$ cat src/rtl/pulpino_crypt_bridge.sv
// Crypto-clock bridge: streams latched key/plaintext words to the PULPino mailbox and
// collects the ciphertext words back. Optional key cache: define CRYPT_BRIDGE_KEY_CACHE_EN.
module pulpino_crypt_bridge #(
    parameter int pKEY_WIDTH  = 128,
    parameter int pPT_WIDTH   = 128,
    parameter int pCT_WIDTH   = 128,
    parameter int pWORD_WIDTH = 32,
    parameter int pTIMEOUT    = 65535
) (
    input  logic                   crypto_clk,
    input  logic                   resetn,
    input  logic                   I_start,
    input  logic [pKEY_WIDTH-1:0]  I_key,
    input  logic [pPT_WIDTH-1:0]   I_textin,
    output logic [pCT_WIDTH-1:0]   O_cipherout,
    output logic                   O_ready,
    output logic                   O_busy,
    output logic                   O_done,
    output logic                   O_timeout,
    output logic                   O_trigger,
    output logic [pWORD_WIDTH-1:0] O_tx_data,
    output logic                   O_tx_valid,
    input  logic                   I_tx_ready,
    input  logic [pWORD_WIDTH-1:0] I_rx_data,
    input  logic                   I_rx_valid,
    output logic                   O_rx_ready
);
    localparam int          cSH       = pKEY_WIDTH + pPT_WIDTH;
    localparam logic [15:0] cKEY_LAST = 16'(pKEY_WIDTH / pWORD_WIDTH - 1);
    localparam logic [15:0] cPT_LAST  = 16'(pPT_WIDTH / pWORD_WIDTH - 1);
    localparam logic [15:0] cCT_LAST  = 16'(pCT_WIDTH / pWORD_WIDTH - 1);
    localparam logic [31:0] cTO_LAST  = 32'(pTIMEOUT - 1);

    typedef enum logic [1:0] {IDLE, SEND_KEY, SEND_PT, WAIT_CT} state_t;

    state_t               r_state;
    logic [cSH-1:0]       r_txShift;
    logic [pCT_WIDTH-1:0] r_coll;
    logic [15:0]          r_wcnt;
    logic [31:0]          r_tcnt;

    logic w_txFire;
    logic w_rxFire;
    logic w_skipKey;
    logic w_startAcc;
    logic w_keyDone;
    logic w_timeoutHit;

    assign w_txFire     = O_tx_valid && I_tx_ready;
    assign w_rxFire     = O_rx_ready && I_rx_valid;
    assign w_startAcc   = (r_state == IDLE) && I_start;
    assign w_keyDone    = (r_state == SEND_KEY) && w_txFire && (r_wcnt == cKEY_LAST);
    assign w_timeoutHit = (r_state == WAIT_CT) && !w_rxFire && (pTIMEOUT != 0) && (r_tcnt == cTO_LAST);
    assign O_tx_data    = r_txShift[cSH-1 -: pWORD_WIDTH];
    assign O_busy       = !O_ready;

`ifdef CRYPT_BRIDGE_KEY_CACHE_EN
    logic [pKEY_WIDTH-1:0] r_cacheKey;
    logic                  r_cacheVld;

    assign w_skipKey = r_cacheVld && (r_cacheKey == I_key);

    // The cached key only becomes valid once every key word has actually been sent.
    always_ff @(posedge crypto_clk or negedge resetn) begin
        if (!resetn) begin
            r_cacheKey <= '0;
            r_cacheVld <= 1'b0;
        end else if (w_startAcc && !w_skipKey) begin
            r_cacheKey <= I_key;
            r_cacheVld <= 1'b0;
        end else if (w_keyDone) begin
            r_cacheVld <= 1'b1;
        end else if (w_timeoutHit) begin
            r_cacheVld <= 1'b0;
        end
    end
`else
    assign w_skipKey = 1'b0;
`endif

    always_ff @(posedge crypto_clk or negedge resetn) begin
        if (!resetn) begin
            r_state     <= IDLE;
            r_txShift   <= '0;
            r_coll      <= '0;
            r_wcnt      <= '0;
            r_tcnt      <= '0;
            O_cipherout <= '0;
            O_ready     <= 1'b1;
            O_done      <= 1'b0;
            O_timeout   <= 1'b0;
            O_trigger   <= 1'b0;
            O_tx_valid  <= 1'b0;
            O_rx_ready  <= 1'b0;
        end else begin
            case (r_state)
                IDLE: begin
                    if (I_start) begin
                        O_ready    <= 1'b0;
                        O_done     <= 1'b0;
                        O_timeout  <= 1'b0;
                        O_tx_valid <= 1'b1;
                        r_wcnt     <= '0;
                        if (w_skipKey) begin
                            r_txShift <= {I_textin, {pKEY_WIDTH{1'b0}}};
                            r_state   <= SEND_PT;
                        end else begin
                            r_txShift <= {I_key, I_textin};
                            r_state   <= SEND_KEY;
                        end
                    end
                end
                SEND_KEY: begin
                    if (w_txFire) begin
                        r_txShift <= r_txShift << pWORD_WIDTH;
                        if (r_wcnt == cKEY_LAST) begin
                            r_wcnt  <= '0;
                            r_state <= SEND_PT;
                        end else begin
                            r_wcnt <= r_wcnt + 16'd1;
                        end
                    end
                end
                SEND_PT: begin
                    if (w_txFire) begin
                        r_txShift <= r_txShift << pWORD_WIDTH;
                        if (r_wcnt == cPT_LAST) begin
                            r_wcnt     <= '0;
                            r_tcnt     <= '0;
                            O_tx_valid <= 1'b0;
                            O_rx_ready <= 1'b1;
                            O_trigger  <= 1'b1;
                            r_state    <= WAIT_CT;
                        end else begin
                            r_wcnt <= r_wcnt + 16'd1;
                        end
                    end
                end
                WAIT_CT: begin
                    // First word received is shifted furthest, ending up most significant.
                    if (w_rxFire) begin
                        r_coll <= {r_coll[pCT_WIDTH-pWORD_WIDTH-1:0], I_rx_data};
                        r_tcnt <= '0;
                        if (r_wcnt == cCT_LAST) begin
                            O_cipherout <= {r_coll[pCT_WIDTH-pWORD_WIDTH-1:0], I_rx_data};
                            O_done      <= 1'b1;
                            O_ready     <= 1'b1;
                            O_rx_ready  <= 1'b0;
                            O_trigger   <= 1'b0;
                            r_wcnt      <= '0;
                            r_state     <= IDLE;
                        end else begin
                            r_wcnt <= r_wcnt + 16'd1;
                        end
                    end else if (w_timeoutHit) begin
                        O_timeout  <= 1'b1;
                        O_ready    <= 1'b1;
                        O_rx_ready <= 1'b0;
                        O_trigger  <= 1'b0;
                        r_wcnt     <= '0;
                        r_state    <= IDLE;
                    end else begin
                        r_tcnt <= r_tcnt + 32'd1;
                    end
                end
                default: r_state <= IDLE;
            endcase
        end
    end
endmodule
$ cat config.mk
export PLATFORM = sky130hd
export DESIGN_NAME = pulpino_crypt_bridge
export DESIGN_NICKNAME = d
export VERILOG_FILES = /design/src/rtl/pulpino_crypt_bridge.sv
export SDC_FILE = /design/constraint.sdc
export NUM_CORES = 1
export LEC_CHECK = 0
export BUFFER_PORTS_ARGS = -buffer_cell sky130_fd_sc_hd__clkbuf_2
export CAP_MARGIN = 30
export CORE_MARGIN = 4
export CORE_UTILIZATION = 29
export CTS_CLUSTER_SIZE = 8
export DETAILED_ROUTE_END_ITERATION = 10
export PLACE_DENSITY = 0.46
export RECOVER_POWER = 25
export SYNTH_ARGS = -nofsm -noshare
export SYNTH_HDL_FRONTEND = slang
export SYNTH_SLANG_ARGS = --single-unit
$ cat constraint.sdc
create_clock -name crypto_clk -period 4.2 [get_ports crypto_clk]
set_clock_uncertainty 0.2 [all_clocks]
set_input_delay 0.84 -clock crypto_clk [delete_from_list [all_inputs] [get_ports crypto_clk]]
set_output_delay 0.84 -clock crypto_clk [all_outputs]
set_load 0.01 [all_outputs]
==> results of run 1 <==
tightest hold or removal path, cell delays in order:
cell and delay (ns):
clkbuf_2 0.09, nand2_1 0.04, nand2_1 0.05
routing by layer:
| layer | share of wire [%] | wire length (um) |
|---|---|---|
| met5 | 0.084 | 55 |
| met3 | 6.2 | 4090 |
| met1 | 45 | 29400 |
| met2 | 47 | 30700 |
| met4 | 2.2 | 1430 |
registers in the layout (all words and copies together) (netlist names):
| name | flops |
|---|---|
| O_rx_ready | 1 |
| O_ready | 1 |
| r_tcnt | 32 |
| r_txShift | 256 |
| r_coll | 96 |
| r_state | 2 |
| r_wcnt | 16 |
| O_done | 1 |
| O_cipherout | 128 |
| O_timeout | 1 |
| O_tx_valid | 1 |
area by class of cell:
class / count / area [um2]
Antenna cell: 8 / 20.0
Clock buffer: 88 / 1970
Clock inverter: 7 / 155
Fill cell: 7862 / 49600
Inverter: 10 / 37.5
Multi-Input combinational cell: 1401 / 8800
Sequential cell: 535 / 13400
Tap cell: 1040 / 1300
Timing Repair Buffer: 496 / 2700
worst min-delay path by stage:
stage / depth (start not counted) / from / end / slack, ns
after floorplan: 2 / r_coll[64] / r_coll[64] / 0.24
after global placement: 2 / r_coll[82] / r_coll[82] / 0.25
after detailed placement: 2 / r_coll[85] / r_coll[85] / 0.26
after CTS: 1 / resetn / r_txShift[229] / 0.09
after global routing: 3 / I_rx_data[14] / r_coll[14] / 0.22
final: 3 / I_rx_data[16] / r_coll[16] / 0.23
through the flow:
stage | util, % | instances | power (mW)
floorplan | - | 2112 | 15.2
finish | 36.4 | 3585 | 23.4
CTS | 36.4 | 3577 | 23.9
detailed placement | 33.7 | 3482 | 18.1
global route | 36.4 | 3581 | 25.3
global placement | 33.6 | 3481 | 17.8
power groups by stage:
stage / sequential, mW / combinational (mW) / clock, mW
floorplan: 8.40 / 6.80 / 0
global placement: 8.60 / 9.20 / 0
detailed placement: 8.69 / 9.41 / 0
finish: 8.57 / 9.23 / 5.59
CTS: 8.60 / 9.43 / 5.82
global route: 8.84 / 10.4 / 6.03
cell families after synthesis:
family | after synthesis | share of synthesized area, %
buf+inv | 176 | 3.52
xor+xnor | 8 | 0.305
flops | 535 | 58.4
fa+ha+maj | 8 | 0.436
compound gates | 362 | 9.05
simple gates | 668 | 12.1
mux | 355 | 16.2
layout by cell type (no fill, tap or decap), types with 2 or more instances in the layout:
master and n:
nand2_1 541, dfrtp_1 534, clkbuf_2 460, o21ai_0 264, mux2i_1 226, mux2_2 129
clkbuf_16 77, a22o_1 32, nor2_1 26, buf_4 23, a21oi_1 22, and3_1 21
nand3_1 16, clkbuf_1 13, or3_1 12, o31ai_1 11, buf_12 11, inv_1 10
or4_1 9, o211ai_1 9, diode_2 8, nand4_1 8, and4_1 7, ha_1 7
nand2b_1 5, and2_1 5, a31oi_1 5, xor2_1 5, nor4_1 4, o41ai_1 4
o2111ai_1 4, nor4b_1 3, nor3_1 3, a211oi_1 3, xnor2_1 3, clkinv_16 3
inv_16 3, o21ai_4 2
synth_stat cells, types with 4 or more instances:
cell type  instances  area [um2]
a21oi_1           22         110
a22o_1            32         280
a31oi_1            5        31.3
and2_1             5        31.3
and3_1            21         131
and4_1             7        61.3
buf_1             13        48.8
buf_2              4        20.0
buf_4             34         255
clkbuf_1         113         424
dfrtp_1          534       13400
ha_1               8         100
inv_1             10        37.5
mux2_2           129        1450
mux2i_1          226        2260
nand2_1          542        2030
nand2b_1           5        31.3
nand3_1           17        85.1
nand4_1            8        50.1
nor2_1            27         101
nor4_1             4        25.0
o2111ai_1          4        35.0
o211ai_1           9        67.6
o21ai_0          265        1330
o31ai_1           11        82.6
o41ai_1            4        35.0
or3_1             12        75.1
or4_1              9        67.6
xor2_1             5        43.8
==> metrics.txt, run 1 <==
Via density 4.62; Rows 102; Final Cell Area 0.0284 mm2; sequential share of power 36.7%; Core Area 0.0780 mm2; Least-Margin Pin Slew 3.06 ns; total track usage 15.4%; nets 2,822; Die ar. 0.0837 mm2; CP peak stage delay 2.03 ns; DIE WIDTH 289 um; Top-Level Pins 460; share of cells above drive strength 1 28.4%; Post-synth ARST share 100%; Synth-to-Final Area Change 23.7%; period utilisation layout 77.4%; Final WS setup 0.950 ns; combinational share of power 39.4%; fmax 308 MHz; number of DRC markers in iteration 0 991; CP startpoint resetn; first-pass GRT wire length 101 mm; post-placement cell area 0.0262 mm2; drt drc 0; reg2reg path depth 7; Data required, critical path 4.81 ns; VDD IR-drop max 1.16 mV; chip height 289 um; Max Fanout on Critical Path 99; worst path cell trace clkbuf_2 > clkbuf_1 > buf_4; Post-synth EDFFs 0; delay-heaviest family, CP buffers and inverters; CTS H-tree lvls 3; CTS buffer count 77; Clock Sinks 535; Min Hold Slack 0.235 ns; clock network power share 23.9%; Post-Syn Instances 2,112; CTS resizes 0; outcome finished, violations left; grt met3 use 3.67%; setup slack, reg-to-reg 0.95 ns; Port Buffer Count 459; Skew-Pair Late Insertion Delay 0.62 ns; antenna violation net count after detailed routing 0; first drt pass iteration count 5; number of library cell types mapped by synthesis 47; CP arrival 3.86 ns; Worst setup endpoint O_cipherout[68]; PwrDens 825 mW/mm2; CP endpoint kind asynchronous set/reset pin; Yosys warnings 0; CP Class in -> async; Clock Path Buffers 3; CTS clk-pin slew, worst paths 0.05 ns; number of global-route vias before repair 17,222; Sw Ratio 38.7%; maxcap violations 1; Final Hold Vio Count 0; Levels on crit path 3; total negative slack 0 ns; gp weighted congestion 0.790; CP Launch Type primary input; r2r startpoint r_state[1]; detailed placement HPWL 46.8 mm; initial antenna violation count 13; total setup buffers inserted after CTS 0; P_sw 9.05 mW; initial core utilization 29.4%; final setup fails 0; total wire length 65.7 mm; #FFs+latches synth 535; worst min path class in -> reg; Post-Syn Nets 2,413; worst r2r dst r_wcnt[9]; Pint 14.3 mW; met2 Resource Use GR 24.2%; Root Buffer clkbuf_16; Avg WL per Cell 18.3 um; Place WS 0.930 ns; pin count of the biggest net entering global routing 147; grt ovf 0; ys flop type dfrtp_1; slowest CP cell clkbuf_2; Rel. slew slack -104%; syn avg cell area 10.9 um2; Max Slew Vio Count 94; Tmin final 3.25 ns; mapped cell area 0.0229 mm2; Vias 16,568; worst path buffer plus inverter count 3; GRT Max-Usage Layer met2; Lkg Pwr 14.5 nW; CTS tree built; failing checks max-capacitance violations, max-slew violations; hold_buf cts 0; GR met1 Demand/Resource 21.1%; RSZ-0062 raised after global routing false; Seq/Total Area, Yosys 58.4%
Note: power is estimated with default switching activity, not from simulation.
==> run 2: changes to the inputs <==
Settings changed: ABC_AREA from default to 1, PLACE_DENSITY 0.46 to 0.47.
Clock period 4.2 ns to 2.7 ns, I/O delays scaled along.
==> run 2 against run 1 <==
  * The run now ends clean
  * Global-route usage grew 1.9 points
  * Cell count grew 28%
  * Non-clock buffer count grew 283
  * Worst hold slack lost 0.18 ns
  * Wire length grew 18%
  * Critical path depth grew 4
  * Clock power grew 60%
  * Largest cell class unchanged
  * Largest power group unchanged
  * Highest routed layer unchanged
==> metrics.txt, run 2 <==
cell with the most instances after synthesis nand2_1; reg2reg path depth 7; combinational share of power 43.8%; Die ar. 0.0890 mm2; CTS resizes 0; Max Slew Vio Count 0; CTS buffer count 78; Post-synth top cells nand2_1 (661), dfrtp_1 (534), o21ai_0 (452), inv_1 (384), o211ai_1 (192); pin count of the biggest net entering global routing 111; VDD IR-drop max 1.13 mV; ys flop type dfrtp_1; Largest regs r_txShift: 256 flops, O_cipherout: 128 flops, r_coll: 96 flops; detailed placement HPWL 55.5 mm; Pint 22.3 mW; r2r startpoint r_state[0]; chip height 298 um; share of cells above drive strength 1 19.8%; Clock Sinks 535; Rel. slew slack 7.28%; Clock Path Buffers 3; Least-Margin Pin Slew 1.39 ns; nets 3,782; CTS tree built; CP Class reg -> reg; total negative slack 0 ns; final setup fails 0; Yosys top cell area share 54.6%; total setup buffers inserted after CTS 0; setup slack, reg-to-reg 0.28 ns; Seq/Total Area, Yosys 54.7%; CP Launch Type flip-flop; Tmin final 2.42 ns; RSZ-0062 raised after global routing false; Core Area 0.0836 mm2; gp weighted congestion 0.858; Rows 106; worst min path class in -> reg; Final Hold Vio Count 0; number of library cell types mapped by synthesis 40; CP startpoint r_state[0]; Max Fanout on Critical Path 110; Avg WL per Cell 16.8 um; number of global-route vias before repair 20,894; first drt pass iteration count 5; commonest non-fill, non-tap cell in the layout nand2_1; Via density 4.48; mapped cell area 0.0245 mm2; #FFs+latches synth 535; commonest cells after routing, fill and taps aside nand2_1 (661), dfrtp_1 (534), clkbuf_2 (463), o21ai_0 (452), inv_1 (384); antenna violation net count after detailed routing 0; maxcap violations 0; outcome completed; number of DRC markers in iteration 0 1,296; Port Buffer Count 459; syn avg cell area 8.65 um2; clock network power share 23.8%; PwrDens 1150 mW/mm2; Synth-to-Final Area Change 33.2%; Final WS setup 0.280 ns; first-pass GRT wire length 122 mm; Sw Ratio 40.8%; sequential share of power 32.4%; initial core utilization 29.3%; total track usage 17.3%; Place WS 0.285 ns; Largest register FFs 256; CP endpoint kind flip-flop; Data required, critical path 2.97 ns; Worst setup endpoint r_txShift[175]; Post-synth EDFFs 0; Post-Syn Instances 2,828; Root Buffer clkbuf_16; Top-Level Pins 460; Vias 20,585; largest cells by area after synthesis dfrtp_1 (55%), nand2_1 (10%), o21ai_0 (9.2%), inv_1 (5.9%), o211ai_1 (5.9%); Top reg by flops r_txShift; initial antenna violation count 20; Post-Syn Nets 3,129; worst r2r dst r_txShift[175]; Yosys warnings 0; DIE WIDTH 298 um; P_sw 15.3 mW; Skew-Pair Late Insertion Delay 0.61 ns; CTS clk-pin slew, worst paths 0.05 ns; grt ovf 0; drt drc 0; post-synth top area cell dfrtp_1; Layout fillers 8,542; Post-synth ARST share 100%; total wire length 77.3 mm; Lkg Pwr 15.6 nW; period utilisation layout 89.6%; fmax 413 MHz; CTS H-tree lvls 3; CP arrival 2.69 ns
## run 2: changes by cell type in the layout (fill, tap and decap cells not counted), sizes merged, moves of 126 or more
cell,change
mux2i,-226
dlygate4sd3,+238
o21ai,+224
o211ai,+183
inv,+382
nand2,+126
## run 2: power groups by stage
stage	clock network (mW)	logic, mW	registers, mW
after global routing	9.61	19.0	12.5
after global placement	0	16.3	12.2
after detailed placement	0	16.4	12.3
after CTS	9.33	16.8	12.2
final	8.96	16.5	12.2
after floorplan	0	11.6	12.2
## run 2: logic make-up (layout without fill, tap and decap cells)
kind of cell | count (synthesis) | in the layout | synth area share (%)
simple gates | 914 | 914 | 15.2
other cells | 0 | 18 | 0
xor+xnor | 13 | 13 | 0.466
buf+inv | 598 | 1267 | 10.3
mux | 32 | 32 | 1.47
fa+ha+maj | 8 | 8 | 0.409
flops | 535 | 535 | 54.7
compound gates | 728 | 728 | 17.4
## run 2: per-stage QoR
stage	power, mW	cell area [um2]	instances	hold slack, ns	utilization, %
detailed placement	28.7	28000	4243	0.266	33.6
CTS	38.3	32600	4577	0.000540	39.0
floorplan	23.8	24500	2828	0.0444	-
global placement	28.5	28000	4243	0.258	33.6
global route	41.1	32600	4588	0.0377	39.0
finish	37.6	32600	4595	0.0531	39.0
## run 2: repair_timing
| action | CTS | global route |
|---|---|---|
| hold endpoints to repair | 306 | 0 |
| setup endpoints to repair | 0 | 0 |
| hold buffers | 238 | 0 |
## run 2: worst min-delay path by stage
stage / start / cells past startpoint / to / slack [ns]
final: I_key[93] / 3 / r_txShift[221] / 0.05
after global routing: I_textin[73] / 3 / r_txShift[73] / 0.04
after global placement: r_coll[52] / 2 / r_coll[84] / 0.26
after CTS: I_key[103] / 4 / r_txShift[231] / 0.0005
after detailed placement: r_coll[50] / 2 / r_coll[82] / 0.27
after floorplan: resetn / 0 / O_cipherout[0] / 0.04
## run 2: cell type report
class | count | area, um2 | share of cell area [%]
Clock inverter | 7 | 134 | 0.411
Inverter | 392 | 1470 | 4.52
Antenna cell | 18 | 45.0 | 0.138
Tap cell | 1080 | 1350 | 4.15
Clock buffer | 89 | 2050 | 6.30
Timing Repair Buffer | 779 | 5570 | 17.1
Multi-Input combinational cell | 1695 | 8570 | 26.3
Sequential cell | 535 | 13400 | 41.1
## run 2: metal layers
metal / wire [um] / vias to the layer above / GRT usage, %
li1: - / 10451 / -
met2: 35500 / 529 / 27.7
met1: 35000 / 9457 / 23.3
met5: 37 / - / 0
met3: 4390 / 142 / 3.89
met4: 2370 / 6 / 5.81
## run 2: worst max-delay path: stages, from the launching register on
cell and delay (ns):
dfrtp_1 0.38, inv_1 0.12, ha_4 0.30, buf_12 0.38, buf_12 0.39, nand2_1 0.14, o211ai_1 0.13, o21ai_0 0.11
==> run 3: changes to the inputs <==
Settings changed: CELL_PAD_IN_SITES_DETAIL_PLACEMENT from default to 0, CELL_PAD_IN_SITES_GLOBAL_PLACEMENT from default to 1, GPL_ROUTABILITY_DRIVEN from default to 0, PLACE_DENSITY 0.47 to 0.59.
==> run 3 against run 2 <==
  * Sequential power barely moved
  * Die area did not move
  * Highest routed layer unchanged
  * First-iteration DRC count rose by 7.9%
  * Fmax fell by 2.5%
  * Setup slack got worse by 0.063 ns
  * Non-clock buffer count fell by 25
  * Sequential share of layout area rose by 0.31 points
  * Utilization fell by 0.29 points
  * Power rose by 0.50%
==> metrics.txt, run 3 (synthesized netlist as in run 2, its figures left out) <==
Levels on crit path 10; period utilisation layout 91.9%; Sw Ratio 41.0%; hold path start I_key[25]; Avg WL per Cell 17.5 um; Data required, critical path 3.01 ns; number of global-route vias before repair 21,931; worst path buffer plus inverter count 4; setup slack, reg-to-reg 0.22 ns; Port Buffer Count 459; clock network power share 24.1%; worst min path class in -> reg; PwrDens 1170 mW/mm2; chip height 298 um; Max Slew Vio Count 0; Pint 22.3 mW; fmax 403 MHz; Hold Crit Depth 3; delay-heaviest family, CP buffers and inverters; total track usage 17.8%; detailed placement HPWL 57.9 mm; Clock Path Buffers 3; outcome completed; Tmin final 2.48 ns; r2r startpoint r_state[0]; Synth-to-Final Area Change 32.2%; share of cells above drive strength 1 19.5%; CTS H-tree lvls 3; CP peak stage delay 0.44 ns; Top-Level Pins 460; CTS clk-pin slew, worst paths 0.05 ns; commonest cells after routing, fill and taps aside nand2_1 (661), dfrtp_1 (534), clkbuf_2 (461), o21ai_0 (452), inv_1 (384); RSZ-0062 raised after global routing false; Via density 4.61; sequential share of power 32.3%; Least-Margin Pin Slew 1.20 ns; CTS tree built; Largest register FFs 256; combinational share of power 43.5%; total negative slack 0 ns; final setup fails 0; grt ovf 0; total setup buffers inserted after CTS 0; Power, Total 37.8 mW; initial antenna violation count 19; Worst Hold Path EP r_txShift[153]; Top reg by flops r_txShift; Final Cell Area 0.0323 mm2; CP arrival 2.79 ns; first-pass GRT wire length 127 mm; first drt pass iteration count 5; Max Fanout on Critical Path 134; drt drc 0; Root Buffer clkbuf_16; hold_buf cts 226; number of DRC markers in iteration 0 1,398; CTS buffer count 78; worst path cell trace inv_1 > ha_1 > inv_2 > nor2_2 > inv_2 > o21ai_2 > a21oi_4 > buf_12 > o211ai_1 > o21ai_0; post-placement cell area 0.0280 mm2; initial core utilization 29.3%; Largest regs r_txShift: 256 flops, O_cipherout: 128 flops, r_coll: 96 flops; Final Hold Vio Count 0; CP dominant cell by count inv_2; Vias 21,038; antenna violation net count after detailed routing 0; nets 3,757; P_sw 15.5 mW; Clock Sinks 535; CP Launch Type flip-flop; Lkg Pwr 15.5 nW; CTS resizes 0; Die ar. 0.0890 mm2; worst r2r dst r_txShift[159]; pin count of the biggest net entering global routing 135; CP endpoint kind flip-flop; CP Class reg -> reg; Rows 106; Rel. slew slack 20.1%; slowest CP cell buf_12; Skew-Pair Late Insertion Delay 0.61 ns; commonest non-fill, non-tap cell in the layout nand2_1; VDD IR-drop max 0.758 mV; total wire length 80.0 mm; reg2reg path depth 10; DIE WIDTH 298 um; Core Area 0.0836 mm2; maxcap violations 0
[run 3: worst max-delay path by stage]
| stage | startpoint | endpoint | slack, ns |
|---|---|---|---|
| final | r_state[0] | r_txShift[159] | 0.22 |
| after global routing | resetn | r_coll[44] | 0.05 |
| after CTS | r_state[0] | r_txShift[159] | 0.26 |
| after detailed placement | r_state[0] | r_txShift[160] | 0.28 |
| after global placement | r_state[0] | r_txShift[159] | 0.31 |
| after floorplan | r_state[0] | r_txShift[100] | 0.67 |
[run 3: power groups by stage]
stage | combinational (mW) | clock (mW) | sequential (mW)
2_1_floorplan | 11.6 | 0 | 12.2
3_5_place_dp | 16.4 | 0 | 12.4
6_report | 16.5 | 9.13 | 12.2
4_1_cts | 16.8 | 9.43 | 12.2
3_3_place_gp | 16.1 | 0 | 12.3
5_1_grt | 18.8 | 9.73 | 12.5
[run 3: cell type report]
| cell class | count | area [um2] |
|---|---|---|
| clock buffers | 87 | 2020 |
| inverters | 392 | 1470 |
| fillers | 8493 | 51200 |
| multi-input cells | 1695 | 8570 |
| diodes | 12 | 30.0 |
| repair buffers | 754 | 5320 |
| well taps | 1080 | 1350 |
| flip-flops and latches | 535 | 13400 |
| clock inverters | 9 | 198 |
[run 3: tightest hold or removal path, stage by stage]
cell and delay [ns]:
clkbuf_2 0.11, o211ai_1 0.08, o21ai_0 0.07
[run 3: metrics by stage]
stage          util [%]  hold slack [ns]  setup slack, ns  std cells
2_1_floorplan         -           0.0444            0.666       2828
3_5_place_dp       33.5            0.260            0.277       4230
4_1_cts            38.8          0.00109            0.259       4552
6_report           38.7           0.0350            0.217       4564
5_1_grt            38.7           0.0142           0.0503       4563
3_3_place_gp       33.5            0.255            0.315       4230
[run 3: layer usage]
layer  routed length [um]  vias up  part of all wire (%)  global-route usage [%]
li1                     -    10390                     -                       -
met1                36400     9929                    45                    24.0
met2                36900      554                    46                    28.7
met3                 4170      151                   5.2                    3.63
met4                 2470       14                   3.1                    5.91
met5                   88        -                  0.11                       0
